## src/rtl/alu_pkg.sv

```systemverilog
// Shared types for the nibble ALU slice: command codes and packed bus payloads.
package alu_pkg;

  localparam int unsigned NIBBLE_W = 4;

  typedef enum logic [2:0] {
    ADD   = 3'd0,
    RSHFT = 3'd1,
    LSHFT = 3'd2,
    AND   = 3'd3,
    OR    = 3'd4,
    XOR   = 3'd5
  } AluCmd;

  typedef struct packed {
    logic  carry_in;
    logic  b_inv;
    logic  carry_disable;
    AluCmd cmd;
  } AluCtrl;

  typedef struct packed {
    AluCtrl                ctrl;
    logic [NIBBLE_W-1:0]   d1;
    logic [NIBBLE_W-1:0]   d2;
  } AluArgs;

  typedef struct packed {
    logic [NIBBLE_W-1:0]   res;
    logic                  carry_out;
  } AluRet;

endpackage

```

## src/rtl/nibble_alu.sv

```systemverilog
// Combinational 4-bit ALU slice with a clocked status-flag accumulator.
// Define NIBBLE_ALU_LOGIC_OPS_EN to enable the AND/OR/XOR commands.
module nibble_alu
  import alu_pkg::*;
#(
  parameter int unsigned NW = 4
) (
  input  logic   clk,
  input  logic   rst,
  input  AluArgs args,
  input  logic   flags_clr,
  input  logic   flags_we,
  output AluRet  ret,
  output logic   flag_c,
  output logic   flag_z,
  output logic   flag_n
);

  if (NW != NIBBLE_W) begin : g_bad_nw
    $error("nibble_alu: only NW=4 is supported");
  end

  logic                cin;
  logic [NIBBLE_W-1:0] b;
  logic [NIBBLE_W:0]   sum;
  logic [NIBBLE_W-1:0] res;
  logic                cout;

  // Result path stays purely combinational; the caller samples it in the same cycle.
  always_comb begin
    cin  = args.ctrl.carry_disable ? 1'b0 : args.ctrl.carry_in;
    b    = args.ctrl.b_inv ? ~args.d2 : args.d2;
    sum  = (NIBBLE_W+1)'(args.d1) + (NIBBLE_W+1)'(b) + (NIBBLE_W+1)'(cin);
    res  = '0;
    cout = 1'b0;
    case (args.ctrl.cmd)
      ADD: begin
        res  = sum[NIBBLE_W-1:0];
        cout = sum[NIBBLE_W];
      end
      RSHFT: begin
        res  = {cin, args.d2[NIBBLE_W-1:1]};
        cout = args.d2[0];
      end
      LSHFT: begin
        res  = {args.d2[NIBBLE_W-2:0], cin};
        cout = args.d2[NIBBLE_W-1];
      end
`ifdef NIBBLE_ALU_LOGIC_OPS_EN
      AND: res = args.d1 & b;
      OR:  res = args.d1 | b;
      XOR: res = args.d1 ^ b;
`endif
      default: ;
    endcase
    ret.res       = res;
    ret.carry_out = cout & ~args.ctrl.carry_disable;
  end

  // Flags accumulate across the nibbles of one multi-nibble operation.
  always_ff @(posedge clk or posedge rst) begin
    if (rst) begin
      flag_c <= 1'b0;
      flag_z <= 1'b1;
      flag_n <= 1'b0;
    end else if (flags_we) begin
      flag_c <= ret.carry_out;
      flag_n <= ret.res[NIBBLE_W-1];
      flag_z <= (ret.res == '0) & (flags_clr | flag_z);
    end else if (flags_clr) begin
      flag_z <= 1'b1;
    end
  end

endmodule

```

## config.mk

```make
export PLATFORM = sky130hd
export DESIGN_NAME = nibble_alu
export DESIGN_NICKNAME = d
export VERILOG_FILES = /design/src/rtl/alu_pkg.sv /design/src/rtl/nibble_alu.sv
export SDC_FILE = /design/constraint.sdc
export NUM_CORES = 1
export LEC_CHECK = 0
export CORE_MARGIN = 10
export CORE_UTILIZATION = 33
export DETAILED_ROUTE_END_ITERATION = 7
export PLACE_DENSITY = 0.73
export SYNTH_ARGS = -nofsm -noshare
export SYNTH_HDL_FRONTEND = slang
export SYNTH_SLANG_ARGS = --single-unit
```

## constraint.sdc

```tcl
create_clock -name clk -period 2.55 [get_ports clk]
set_input_delay 0.51 -clock clk [delete_from_list [all_inputs] [get_ports clk]]
set_output_delay 0.51 -clock clk [all_outputs]
set_load 0.05 [all_outputs]
```

==> flow_summary_export.csv <==
group,metric,value,unit
status,status,"finished, violations left",
status,violations,"setup timing",
timing,slew_headroom,65.27,%
power_and_ir_drop,p_switching,161.0,µW
critical_path,arrival,2.48,ns
drt,drt-total-wl,1790,µm
synth,ys_ff_latch,3,
critical_path,critPathMaxFanout,2,
cts,clkTransAtPathRegs,0.03,ns
drt,wl_met1,663,µm
drt,dr_wl_met3,99,µm
synth,synthFlopType,"dfrtp_1",
drt,ant_nets,0,
floorplanning,die_w,58.06,µm
floorplanning,die_y,58.06,µm
timing,drv_slew,0,
floorplanning,ios,26,
timing,rsz0062_at_grt,"true",
drt,num_vias,578,
power_and_ir_drop,swShare,39.13,%
cts,clock_latency,0.24,ns
cts,cts_sinks,3,
power_and_ir_drop,p_clk_share,21.4,%
synth,synth_edf_count,0,
critical_path,startpoint_type,"input port",
power_and_ir_drop,powerDensity,378.3,nW/µm²
grt,grt_remaining_overflow,0,
timing,period_share,117.1,%
synth,seq_area_frac_synth,15.97,%
drt,drc_errors,0,
grt,grt.total_usage,11.58,%
synth,synth_area_per_cell,8.241,µm²
placed_design,dpl_cell_area,972.2,µm²
floorplanning,start_util,35.83,%
grt,grt_pass1_wl,3036,µm
critical_path,cp.required,2.04,ns
critical_path,worst_setup_path_end_kind,"primary output",
drt,initialDrtViolationCount,4,
drt,highest_layer,"met4",
layout,nNetsFinal,126,
power_and_ir_drop,vdd_drop_max,0.2808,mV
cts,ctsHoldBuffers,0,
cts,cts_root_buf,"clkbuf_4",
timing,layout_setup_ws,-0.4352,ns
grt,grt_max_degree,8,
synth,synth_area_leaders,"dfrtp_1 (10%), fa_1 (8.4%), ha_1 (7.9%)",
power_and_ir_drop,combPwrFrac,64.6,%
power_and_ir_drop,p_total,411.4,µW
grt,grt_pass1_vias,636,
timing,min_period,2.985,ns
grt,antenna_found_initial,0,
timing,worst_slew_pin_slew,0.5193,ns
placed_design,gp_congestion,0.7225,
cts,cts_tree,"done",
synth,ys_types,28,
layout,instances_no_fill,117,
synth,synth_async_sr_flop_share,100.0,%
layout,area_growth,127.5,%
floorplanning,fp-row-count,13,
cts,cts_max_level,1,
cts,cts_buffer_depth,2,
synth,syn_area,478.0,µm²
drt,met2WireLength,972,µm
placed_design,place_hpwl,1522,µm
critical_path,critPathKind,"input port to primary output",
timing,setup_viol,4,
synth,ys_warn_count,0,
timing,hold_viol,0,
power_and_ir_drop,p_seq_share,14.0,%
synth,syn_inst,58,
timing,skew,0,ns
power_and_ir_drop,intPower,250.4,µW
placed_design,place_inst,112,
run,max_cap_violations,0,
drt,routed_via_density,4.940,
layout,drive_gt1_share,50.98,%
synth,synth_top_area_share,10.47,%
timing,fmax,0.3350,GHz
min_path,hold_path.class,"input port to async pin",
synth,synth_largest_area_cell,"dfrtp_1",
synth,syn_nets,81,
drt,wl_per_cell,15.30,µm
floorplanning,core,1334,µm²
power_and_ir_drop,power_leakage,0.0004937,µW
timing,whs,0.4366,ns
layout,diodes,0,
floorplanning,dieArea,3370,µm²
cts,cts-buffers-inserted,3,
drt,drtPass1Iterations,3,
layout,design_area,1087,µm²
placed_design,port_buffers,25,
[cells by family after synthesis]
group                    after synthesis  synth area share [%]
AO/OA/AOI/OAI                         14                 20.94
XOR/XNOR                               5                 9.162
adder cells (fa/ha/maj)                5                 16.23
buffers and inverters                  9                 8.116
flip-flops                             3                 15.97
multiplexers                           4                 8.900
AND/OR/NAND/NOR                       18                 20.68
[registers in the layout (all words and copies together), names as in the netlist]
register and count:
flag_z 1, flag_n 1, flag_c 1
[layer usage]
metal / up-vias / global-route usage [%]
met1: 273 / 11.50
met4: 0 / 6.040
met2: 14 / 20.71
met3: 7 / 3.922
li1: 284 / -
met5: - / 0
[cell usage after synthesis (2+ instances only)]
master / count
nand2b_1: 3
o21ai_1: 3
mux2i_1: 2
dfrtp_1: 2
a21oi_1: 5
nand2_1: 3
inv_1: 7
nor2_1: 4
nand3b_1: 3
ha_1: 3
xor2_1: 4
nor2b_1: 2
fa_1: 2
[worst max-delay path, stage by stage]
cell,delay [ns]
buf_8,0.11
xnor2_4,0.13
fa_2,0.37
fa_2,0.35
nor2b_1,0.12
o21ai_1,0.06
a221o_1,0.33
a211oi_4,0.31
buf_12,0.18
[per-stage QoR]
stage / utilization (%) / setup TNS (ns) / setup WS (ns)
after floorplan: - / -0.5032 / -0.3629
after global placement: 72.89 / -4.091 / -0.8689
after detailed placement: 72.89 / -4.460 / -0.8970
after CTS: 78.42 / -1.068 / -0.4864
after global routing: 81.52 / -1.111 / -0.5084
final: 81.52 / -0.7859 / -0.4352
[worst paths after layout]
path                       startpoint  endpoint  slack, ns  cells past startpoint
min in group clk               flag_c    flag_c       0.51                      1
max reg2reg                    flag_z    flag_z       1.55                      3
max                          args[12]    ret[0]      -0.44                      9
min                               rst    flag_n       0.44                      2
max in group asynchronous         rst    flag_z       1.91                      2
min reg2reg                    flag_c    flag_c       0.51                      1
[power groups by stage]
stage                     Clock, µW  Combinational [µW]  Sequential (µW)
after floorplan                   0                 104             77.6
after global placement            0                 232             57.9
after detailed placement          0                 238             58.3
after CTS                      90.8                 260             57.5
after global routing           95.8                 285             58.1
final                          88.1                 266             57.5
[area by class of cell]
cell class | instances | area (µm²)
well taps | 15 | 18.77
repair buffers | 42 | 440.4
inverters | 7 | 26.28
fillers | 82 | 246.5
multi-input cells | 46 | 499.2
clock buffers | 4 | 26.28
flip-flops and latches | 3 | 76.32
[cell usage in the layout (no fill, tap or decap), types with 4 or more instances in the layout]
cell / Yosys / layout
buf_4: 1 / 15
clkdlybuf4s50_1: 0 / 10
inv_1: 7 / 5
buf_12: 0 / 5
nor2_1: 4 / 4
buf_6: 0 / 4
[timing repair]
| item | 4_1_cts | 5_1_grt |
|---|---|---|
| pin swaps | 14 | 15 |
| cloned | 0 | 0 |
| setup buffers | 1 | 0 |
| gates resized for setup | 35 | 11 |
| setup endpoints to repair | 8 | 4 |
(Power assumes the default switching activity.)
